**config.mk**
```make
export PLATFORM = sky130hd
export DESIGN_NAME = player_sprite_ctrl_flat
export DESIGN_NICKNAME = d
export VERILOG_FILES = /design/src/rtl/player_sprite_ctrl_if.sv /design/src/rtl/player_sprite_ctrl.sv /design/src/flat_wrapper.sv
export SDC_FILE = /design/constraint.sdc
export NUM_CORES = 1
export LEC_CHECK = 0
export BUFFER_PORTS_ARGS = -buffer_cell sky130_fd_sc_hd__buf_2
export CAP_MARGIN = 20
export CORE_ASPECT_RATIO = 1.1
export CORE_MARGIN = 5
export CORE_UTILIZATION = 50
export CTS_CLUSTER_DIAMETER = 30
export DETAILED_ROUTE_END_ITERATION = 8
export MAX_ROUTING_LAYER = met4
export PLACE_DENSITY = 0.74
export SYNTH_ARGS = -nofsm -noshare
export SYNTH_HDL_FRONTEND = slang
export SYNTH_SLANG_ARGS = --single-unit
```
**constraint.sdc**
```tcl
create_clock -name clk -period 2.65 [get_ports clk]
set_clock_uncertainty 0.2 [all_clocks]
set_input_delay 0.265 -clock clk [delete_from_list [all_inputs] [get_ports clk]]
set_output_delay 0.265 -clock clk [all_outputs]
set_load 0.03 [all_outputs]
```
**src/rtl/player_sprite_ctrl_if.sv**
```systemverilog
// Player sprite controller bus: move requests in, VGA pixel writes and
// status out. The controller uses the master side; a consumer (VGA
// adapter or bench) uses the slave side.
interface player_sprite_ctrl_if #(
  parameter int X_W = 8,
  parameter int Y_W = 7
);
  logic           p_up;
  logic           p_down;
  logic [X_W-1:0] x_out;
  logic [Y_W-1:0] y_out;
  logic [2:0]     colour;
  logic           write_en;
  logic           busy;
  logic           done;
  logic           bump;
  logic [Y_W-1:0] y_pos;

  modport master (
    input  p_up, p_down,
    output x_out, y_out, colour, write_en, busy, done, bump, y_pos
  );

  modport slave (
    output p_up, p_down,
    input  x_out, y_out, colour, write_en, busy, done, bump, y_pos
  );
endinterface

```
**src/rtl/player_sprite_ctrl.sv**
```systemverilog
// Player ship sprite engine. Owns the ship's top-row y, accepts single-step
// up/down requests, erases the sprite at the old position, moves with
// clamping, then redraws it pixel by pixel (row-major) at the new position.
// Pixel outputs are decoded from registered state only; bump is the one
// output that depends combinationally on the request inputs.
module player_sprite_ctrl #(
  parameter int                       SPR_W     = 2,
  parameter int                       SPR_H     = 3,
  parameter logic [SPR_W*SPR_H-1:0]   SPR_MASK  = 6'b001100,
  parameter logic [2:0]               FG_COLOUR = 3'b111,
  parameter logic [2:0]               BG_COLOUR = 3'b000,
  parameter int                       X_W       = 8,
  parameter int                       Y_W       = 7,
  parameter int                       X_POS     = 4,
  parameter int                       Y_INIT    = 58,
  parameter int                       Y_MIN     = 0,
  parameter int                       Y_MAX     = 116,
  parameter int                       Y_STEP    = 1
) (
  input logic                 clk,
  input logic                 reset,
  player_sprite_ctrl_if.master bus
);

  localparam int                CNT_W    = 3;
  localparam logic [CNT_W-1:0]  COL_LAST = CNT_W'(SPR_W - 1);
  localparam logic [CNT_W-1:0]  ROW_LAST = CNT_W'(SPR_H - 1);
  // Limits are compared one bit wider than y so y + step cannot wrap.
  localparam logic [Y_W:0]      UP_LIMIT = (Y_W+1)'(Y_MIN + Y_STEP);
  localparam logic [Y_W:0]      DN_LIMIT = (Y_W+1)'(Y_MAX);
  localparam logic [Y_W:0]      STEP_EXT = (Y_W+1)'(Y_STEP);
  localparam logic [Y_W-1:0]    STEP_Y   = Y_W'(Y_STEP);
  localparam logic [Y_W-1:0]    INIT_Y   = Y_W'(Y_INIT);
  localparam logic [X_W-1:0]    BASE_X   = X_W'(X_POS);
  // Mask padded to 128 bits so a 7-bit pixel index always fits exactly.
  localparam logic [127:0]      MASK_EXT = 128'(SPR_MASK);

  typedef enum logic [2:0] {
    ST_START     = 3'd0,
    ST_INIT_DRAW = 3'd1,
    ST_IDLE      = 3'd2,
    ST_ERASE     = 3'd3,
    ST_UPDATE    = 3'd4,
    ST_DRAW      = 3'd5,
    ST_DONE      = 3'd6
  } state_t;

  state_t           state_r;
  state_t           next_state_s;
  logic [CNT_W-1:0] col_r;
  logic [CNT_W-1:0] row_r;
  logic [Y_W-1:0]   y_pos_r;
  logic             dir_up_r;

  logic             scan_s;
  logic             last_pix_s;
  logic             req_up_s;
  logic             req_dn_s;
  logic             up_ok_s;
  logic             dn_ok_s;
  logic             go_s;
  logic             bump_s;
  logic [6:0]       pix_idx_s;
  logic             mask_bit_s;
  logic [2:0]       colour_s;

  assign scan_s     = (state_r == ST_INIT_DRAW) || (state_r == ST_ERASE) ||
                      (state_r == ST_DRAW);
  assign last_pix_s = (col_r == COL_LAST) && (row_r == ROW_LAST);
  assign req_up_s   = bus.p_up && !bus.p_down;
  assign req_dn_s   = bus.p_down && !bus.p_up;
  assign up_ok_s    = {1'b0, y_pos_r} >= UP_LIMIT;
  assign dn_ok_s    = ({1'b0, y_pos_r} + STEP_EXT) <= DN_LIMIT;
  assign pix_idx_s  = 7'(row_r) * 7'(SPR_W) + 7'(col_r);
  assign mask_bit_s = MASK_EXT[pix_idx_s];

  // State register; reset restarts with the initial sprite paint.
  always_ff @(posedge clk or posedge reset) begin
    if (reset) begin
      state_r <= ST_START;
    end else begin
      state_r <= next_state_s;
    end
  end

  // Next-state decode, including request legality and the bump pulse.
  always_comb begin
    next_state_s = state_r;
    go_s         = 1'b0;
    bump_s       = 1'b0;
    case (state_r)
      ST_START: begin
        next_state_s = ST_INIT_DRAW;
      end
      ST_INIT_DRAW: begin
        if (last_pix_s) begin
          next_state_s = ST_DONE;
        end else begin
          next_state_s = ST_INIT_DRAW;
        end
      end
      ST_IDLE: begin
        if (req_up_s) begin
          if (up_ok_s) begin
            next_state_s = ST_ERASE;
            go_s         = 1'b1;
          end else begin
            bump_s = 1'b1;
          end
        end else if (req_dn_s) begin
          if (dn_ok_s) begin
            next_state_s = ST_ERASE;
            go_s         = 1'b1;
          end else begin
            bump_s = 1'b1;
          end
        end else begin
          next_state_s = ST_IDLE;
        end
      end
      ST_ERASE: begin
        if (last_pix_s) begin
          next_state_s = ST_UPDATE;
        end else begin
          next_state_s = ST_ERASE;
        end
      end
      ST_UPDATE: begin
        next_state_s = ST_DRAW;
      end
      ST_DRAW: begin
        if (last_pix_s) begin
          next_state_s = ST_DONE;
        end else begin
          next_state_s = ST_DRAW;
        end
      end
      ST_DONE: begin
        next_state_s = ST_IDLE;
      end
      default: begin
        next_state_s = ST_START;
      end
    endcase
  end

  // Row-major pixel scan counters; held at zero outside scan states so
  // every scan starts at pixel (0,0).
  always_ff @(posedge clk or posedge reset) begin
    if (reset) begin
      col_r <= '0;
      row_r <= '0;
    end else if (scan_s && !last_pix_s) begin
      if (col_r == COL_LAST) begin
        col_r <= '0;
        row_r <= row_r + 3'd1;
      end else begin
        col_r <= col_r + 3'd1;
      end
    end else begin
      col_r <= '0;
      row_r <= '0;
    end
  end

  // Latch move direction when a legal request is accepted.
  always_ff @(posedge clk or posedge reset) begin
    if (reset) begin
      dir_up_r <= 1'b0;
    end else if (go_s) begin
      dir_up_r <= req_up_s;
    end
  end

  // Committed position; legality was already checked, so no clamp here.
  always_ff @(posedge clk or posedge reset) begin
    if (reset) begin
      y_pos_r <= INIT_Y;
    end else if (state_r == ST_UPDATE) begin
      if (dir_up_r) begin
        y_pos_r <= y_pos_r - STEP_Y;
      end else begin
        y_pos_r <= y_pos_r + STEP_Y;
      end
    end
  end

  // Pixel colour: erase paints background, draws follow the sprite mask.
  always_comb begin
    colour_s = BG_COLOUR;
    if (state_r == ST_ERASE) begin
      colour_s = BG_COLOUR;
    end else if (scan_s) begin
      colour_s = mask_bit_s ? FG_COLOUR : BG_COLOUR;
    end else begin
      colour_s = BG_COLOUR;
    end
  end

  assign bus.x_out    = BASE_X + X_W'(col_r);
  assign bus.y_out    = y_pos_r + Y_W'(row_r);
  assign bus.colour   = colour_s;
  assign bus.write_en = scan_s;
  assign bus.busy     = (state_r != ST_IDLE);
  assign bus.done     = (state_r == ST_DONE);
  assign bus.bump     = bump_s;
  assign bus.y_pos    = y_pos_r;

endmodule

```
**src/flat_wrapper.sv**
```systemverilog
// flat-port wrapper written by rule: the top's interface ports become plain ports
module player_sprite_ctrl_flat 
#(
  parameter int                       SPR_W     = 2,
  parameter int                       SPR_H     = 3,
  parameter logic [SPR_W*SPR_H-1:0]   SPR_MASK  = 6'b001100,
  parameter logic [2:0]               FG_COLOUR = 3'b111,
  parameter logic [2:0]               BG_COLOUR = 3'b000,
  parameter int                       X_W       = 8,
  parameter int                       Y_W       = 7,
  parameter int                       X_POS     = 4,
  parameter int                       Y_INIT    = 58,
  parameter int                       Y_MIN     = 0,
  parameter int                       Y_MAX     = 116,
  parameter int                       Y_STEP    = 1
)
  (clk, reset, bus_p_up, bus_p_down, bus_x_out, bus_y_out, bus_colour, bus_write_en, bus_busy, bus_done, bus_bump, bus_y_pos);
  player_sprite_ctrl_if #(.X_W(X_W), .Y_W(Y_W)) bus_i ();
  input logic clk;
  input logic reset;
  input wire logic [$bits(bus_i.p_up)-1:0] bus_p_up;
  input wire logic [$bits(bus_i.p_down)-1:0] bus_p_down;
  output wire logic [$bits(bus_i.x_out)-1:0] bus_x_out;
  output wire logic [$bits(bus_i.y_out)-1:0] bus_y_out;
  output wire logic [$bits(bus_i.colour)-1:0] bus_colour;
  output wire logic [$bits(bus_i.write_en)-1:0] bus_write_en;
  output wire logic [$bits(bus_i.busy)-1:0] bus_busy;
  output wire logic [$bits(bus_i.done)-1:0] bus_done;
  output wire logic [$bits(bus_i.bump)-1:0] bus_bump;
  output wire logic [$bits(bus_i.y_pos)-1:0] bus_y_pos;
  assign bus_i.p_up = bus_p_up;
  assign bus_i.p_down = bus_p_down;
  assign bus_x_out = bus_i.x_out;
  assign bus_y_out = bus_i.y_out;
  assign bus_colour = bus_i.colour;
  assign bus_write_en = bus_i.write_en;
  assign bus_busy = bus_i.busy;
  assign bus_done = bus_i.done;
  assign bus_bump = bus_i.bump;
  assign bus_y_pos = bus_i.y_pos;
  player_sprite_ctrl #(.SPR_W(SPR_W), .SPR_H(SPR_H), .SPR_MASK(SPR_MASK), .FG_COLOUR(FG_COLOUR), .BG_COLOUR(BG_COLOUR), .X_W(X_W), .Y_W(Y_W), .X_POS(X_POS), .Y_INIT(Y_INIT), .Y_MIN(Y_MIN), .Y_MAX(Y_MAX), .Y_STEP(Y_STEP)) u_core (.clk(clk), .reset(reset), .bus(bus_i));
endmodule
```
==> flow_metrics.py, run 1 <==
metrics = {
    "route": {
        "route.top_layer_used": "met4",
        "drc": 0,
        "wl_per_cell_um": 15.2,
        "drt-pass1-iter-count": 4,
        "ant_nets": 0,
        "num_vias": 1231,
        "wl_met2_um": 1660,
        "dr.first_iter.drc_count": 52,
        "wl_met1_um": 1360,
        "wl_met3_um": 189,
        "wl_um": 3290,
        "vias_per_cell": 5.70,
    },
    "worst_setup_path": {
        "cp.arrival_ns": 2.14,
        "r2r-start": "u_core.bus.y_pos[1]",
        "endpoint_kind": "output port",
        "crit_path_start": "u_core.bus.y_pos[1]",
        "worstSetupPathType": "reg2out",
        "worstSetupStartpointType": "flop",
        "required_ns": 2.18,
        "crit_path_max_fanout": 5,
    },
    "global_routing": {
        "grtUsageTotal_pct": 18.7,
        "grt_pass1_vias": 1222,
        "grt_first_pass_wirelength_um": 5540,
        "grt_overflow": 0,
        "grt_max_degree": 18,
        "antenna_found_initial": 0,
    },
    "cells_and_area": {
        "instances_no_fill": 216,
        "final_util_pct": 60.6,
        "fin_nets": 202,
        "n_fill_cell": 247,
        "final_common_cell": "buf_2",
        "drive_above_1_share_pct": 32.2,
        "stdcell_area_mm2": 0.00164,
        "final_cell_mix": "buf_2 (25), nand2_1 (13), xnor2_1 (12)",
        "antenna_cells": 0,
        "areaGrowthSynthToFinish_pct": 19.9,
    },
    "clock_tree": {
        "cts_buffers": 3,
        "cts.sink_count": 17,
        "clock-root-buffer": "clkbuf_4",
        "cts_tree": "yes",
        "cts_buffer_depth": 2,
        "clk_pin_slew_worst_paths_ns": 0.11,
        "clk_latency_ns": 0.30,
        "htree_levels": 1,
    },
    "sta": {
        "max_freq_mhz": 385,
        "holdWs_ns": 0.324,
        "timing.setup.tns_ns": 0,
        "worst_pin_slew_ns": 0.674,
        "layout_setup_ws_ns": 0.0494,
        "slew_headroom_pct": 55.0,
        "setup_viol": 0,
        "rsz0062_at_grt": "yes",
        "slew_viol_final": 0,
        "hold_violations": 0,
        "min_period_ns": 2.60,
        "post-route-period-util_pct": 98.1,
    },
    "power": {
        "p_sw_uw": 883,
        "total_power_mw": 1.68,
        "share_seq_of_total_power_pct": 28.8,
        "leakage_nw": 0.756,
        "internal_power_uw": 802,
        "p_comb_share_pct": 62.2,
        "pwr-share-clk_pct": 9.0,
        "switching_share_pct": 52.4,
        "ir_drop_mv": 0.620,
        "powerDensity_mw_per_mm2": 1030,
    },
    "place": {
        "post-dp-hpwl_um": 2330,
        "place_inst": 206,
        "portBuffers": 28,
        "pre_cts_slack_ns": 0.185,
        "gp_congestion": 0.917,
        "place_area_mm2": 0.00151,
    },
    "synth": {
        "async_reset_ff_share_pct": 100,
        "synth_flop_cell": "dfrtp_1",
        "ys_seq_area_share_pct": 31.5,
        "synth_cell_types": 45,
        "synth-edff-count": 0,
        "ys_seq_elements": 17,
        "synth.cell_area_mm2": 0.00137,
        "syn_avg_cell_area_um2": 9.00,
        "syn_inst": 152,
        "ys_warn_count": 0,
    },
    "die": {
        "coreArea_mm2": 0.00270,
        "die-height_um": 64.9,
        "die_w_um": 59.9,
        "initial_core_util_pct": 50.6,
        "rows": 20,
        "dieArea_mm2": 0.00388,
        "io_pins": 33,
    },
    "run": {
        "max_cap_violations": 0,
    },
    "run_status": {
        "status": "finished, final reports clean",
    },
    "worst_hold_path": {
        "hold_start": "u_core.col_r[0]",
        "hold_class": "reg2reg",
    },
}
repair_timing:
action,in CTS,in global routing
pin swaps,0,1
hold buffers,1,0
endpoints found under the setup margin,3,4
buffers inserted,3,2
hold endpoints to repair,13,0
resized for setup,4,11
worst max-delay path, cell delays in order, from the launching register on:
cell and delay, ns:
dfstp_2 0.60, ha_4 0.17, nand3_2 0.11, or3b_2 0.49
o211ai_1 0.17, o31ai_2 0.10, clkbuf_4 0.18
area by class of cell:
type	instances	area, um2	area share (%)
Clock buffer	3	22.5	1.37
Clock inverter	1	5.00	0.305
Inverter	12	45.0	2.75
Multi-Input combinational cell	115	877	53.5
Sequential cell	17	433	26.4
Tap cell	33	41.3	2.52
Timing Repair Buffer	35	215	13.1
Yosys cell counts (2+ instances only):
cell type,count,share of area (%)
a21oi_1,5,1.8
nor4_1,2,0.91
nand2_1,13,3.6
ha_1,12,11
buf_4,6,3.3
inv_1,12,3.3
or3b_4,2,1.6
and3_1,2,0.91
nand2b_1,2,0.91
xor2_1,3,1.9
nand3_1,4,1.5
or3b_2,2,1.3
buf_2,2,0.73
fa_1,2,2.9
nor2_1,8,2.2
dfstp_2,4,7.7
a21o_1,2,1.1
clkbuf_1,3,0.82
nor3b_1,3,1.6
xnor2_1,12,7.7
nor2b_1,2,0.91
nor3_1,5,1.8
o21ai_0,10,3.7
dfrtp_1,13,24
routing by layer:
layer  GRT usage (%)  up-vias
met5               -        -
met4            7.76        0
met3            2.39       10
met2            29.5       48
met1            23.8      594
li1                -      579
power groups by stage:
stage / Sequential (mW) / Combinational, mW / Clock, mW
global route: 0.503 / 1.16 / 0.159
CTS: 0.489 / 0.989 / 0.147
floorplan: 0.537 / 0.688 / 0
global placement: 0.490 / 0.927 / 0
finish: 0.484 / 1.05 / 0.152
detailed placement: 0.498 / 0.957 / 0
sequential cells by signal, summed over array words and instances (netlist names):
name,cells
u_core.bus.y_pos,7
u_core.row_r,3
u_core.dir_up_r,1
u_core.state_r,3
u_core.col_r,3
final timing paths:
kind | end | slack, ns | cells past startpoint
max | bus_bump | 0.05 | 6
max in group asynchronous | u_core.row_r[0] | 1.38 | 3
min reg2reg | u_core.col_r[0] | 0.32 | 1
max reg2reg | u_core.state_r[0] | 0.53 | 6
min in group asynchronous | u_core.bus.y_pos[0] | 0.40 | 3
min | u_core.col_r[0] | 0.32 | 1
cell families after synthesis:
logic type,after synthesis,synth area share [%]
and+or+nand+nor,56,24.8
buffers and inverters,23,8.14
DFF,17,31.5
AOI/OAI and AO/OA,26,11.8
other,1,0.274
xor gates and xnor gates,15,9.61
adders and majority gates,14,13.9
No activity file was read; power rests on OpenSTA's default activity.
==> run 2, diff against run 1 <==
==> constraint.sdc (replaced) <==
create_clock -name clk -period 2.8 [get_ports clk]
set_clock_uncertainty 0.2 [all_clocks]
set_input_delay 0.28 -clock clk [delete_from_list [all_inputs] [get_ports clk]]
set_output_delay 0.28 -clock clk [all_outputs]
set_load 0.03 [all_outputs]
==> run 2 against run 1 <==
Via count down 2.9%. Non-clock buffer count down 3. Highest routed layer unchanged. Global-route usage shrank 2.8 points.
==> flow_metrics.py, run 2 (synthesized netlist as in run 1, its figures left out) <==
metrics = {
    "route": {
        "dr.first_iter.drc_count": 34,
        "ant_nets": 0,
        "wl_um": 2990,
        "num_vias": 1195,
        "vias_per_cell": 5.61,
        "drc": 0,
        "wl_per_cell_um": 14.0,
        "drt-pass1-iter-count": 4,
    },
    "global_routing": {
        "grt_first_pass_wirelength_um": 4780,
        "antenna_found_initial": 0,
        "grt_overflow": 0,
        "grtUsageTotal_pct": 15.8,
        "grt_pass1_vias": 1105,
        "grt_max_degree": 18,
    },
    "die": {
        "initial_core_util_pct": 50.6,
        "die_w_um": 59.9,
        "io_pins": 33,
        "die-height_um": 64.9,
        "dieArea_mm2": 0.00388,
        "rows": 20,
        "coreArea_mm2": 0.00270,
    },
    "cells_and_area": {
        "drive_above_1_share_pct": 27.2,
        "largest_reg_flops": 7,
        "seqCellArea_um2": 432,
        "antenna_cells": 0,
        "multi_input_area_um2": 850,
        "final_common_cell": "buf_2",
        "n_fill_cell": 234,
        "instances_no_fill": 213,
        "areaGrowthSynthToFinish_pct": 14.8,
        "final_cell_mix": "buf_2 (27), nand2_1 (13), xnor2_1 (12), inv_1 (12), dfrtp_1 (12)",
        "fin_nets": 199,
    },
    "run": {
        "max_cap_violations": 0,
    },
    "sta": {
        "worst_pin_slew_ns": 0.670,
        "holdWs_ns": 0.338,
        "timing.setup.tns_ns": 0,
        "slew_viol_final": 0,
        "rsz0062_at_grt": "no",
        "setup_viol": 0,
        "hold_violations": 0,
        "max_freq_mhz": 371,
        "min_period_ns": 2.70,
        "post-route-period-util_pct": 96.3,
        "slew_headroom_pct": 55.3,
    },
    "clock_tree": {
        "cts_buffers": 3,
        "htree_levels": 1,
        "cts.sink_count": 17,
        "clk_pin_slew_worst_paths_ns": 0.10,
        "clock-root-buffer": "clkbuf_4",
        "clk_latency_ns": 0.30,
        "cts_buffer_depth": 2,
        "cts_tree": "yes",
    },
    "worst_hold_path": {
        "hold_class": "reg2reg",
    },
    "place": {
        "portBuffers": 28,
        "place_inst": 205,
        "gp_congestion": 0.871,
        "post-dp-hpwl_um": 2150,
    },
    "power": {
        "total_power_mw": 1.51,
        "ir_drop_mv": 0.538,
        "leakage_nw": 0.734,
        "powerDensity_mw_per_mm2": 961,
    },
    "run_status": {
        "status": "finished, final reports clean",
    },
    "worst_setup_path": {
        "crit_path_max_fanout": 5,
        "cp.arrival_ns": 2.22,
        "worstSetupStartpointType": "flop",
        "required_ns": 2.32,
        "endpoint_kind": "output port",
        "worstSetupPathType": "reg2out",
    },
}
## run 2: worst paths after layout
kind | depth (start not counted) | start | endpoint | slack (ns)
worst max register to register | 7 | u_core.bus.y_pos[1] | u_core.dir_up_r | 0.60
worst min register to register | 1 | u_core.col_r[0] | u_core.col_r[0] | 0.34
min in group asynchronous | 3 | reset | u_core.bus.y_pos[2] | 0.40
worst max-delay path | 7 | u_core.bus.y_pos[1] | bus_y_out[6] | 0.10
worst min-delay path | 1 | u_core.col_r[0] | u_core.col_r[0] | 0.34
max in group asynchronous | 3 | reset | u_core.bus.y_pos[0] | 1.52
## run 2: critical path, cell delays in order (launching register included)
cell and delay (ns):
dfstp_2 0.58, inv_1 0.11, fa_1 0.48, nor2b_1 0.13
o21ai_1 0.10, nor2_1 0.16, xor2_1 0.15, clkbuf_4 0.20
## run 2: power by group
part	switching (mW)	internal, mW
sequential	0.145	0.332
combinational	0.566	0.325
clock	0.0872	0.0533
total	0.799	0.710
## run 2: final cells by class
class                           count  area share, %
Clock inverter                      1          0.319
Inverter                           12           2.87
Sequential cell                    17           27.5
Tap cell                           33           2.63
Multi-Input combinational cell    115           54.1
Clock buffer                        3           1.43
Timing Repair Buffer               32           11.2
## run 2: metal layers
metal / GRT usage [%] / vias to the layer above / routed length, um
met2: 25.8 / 46 / 1450
met3: 2.79 / 4 / 206
met4: 5.54 / 0 / 23
met1: 19.3 / 567 / 1310
met5: - / - / 0
li1: - / 578 / -
## run 2: stage by stage
stage | util, % | area [um2] | setup WS [ns]
3_3_place_gp | 55.3 | 1490 | 0.409
3_5_place_dp | 55.3 | 1490 | 0.350
2_1_floorplan | - | 1380 | 0.100
6_report | 58.1 | 1570 | 0.104
4_1_cts | 56.7 | 1530 | 0.00965
5_1_grt | 58.1 | 1570 | 0.00598
## run 2: what timing repair did
item | CTS | global route
hold endpoints to repair | 13 | 0
setup endpoints to repair | 0 | 2
gates resized for setup | 0 | 6
hold buffers | 1 | 0
buffers inserted | 0 | 3
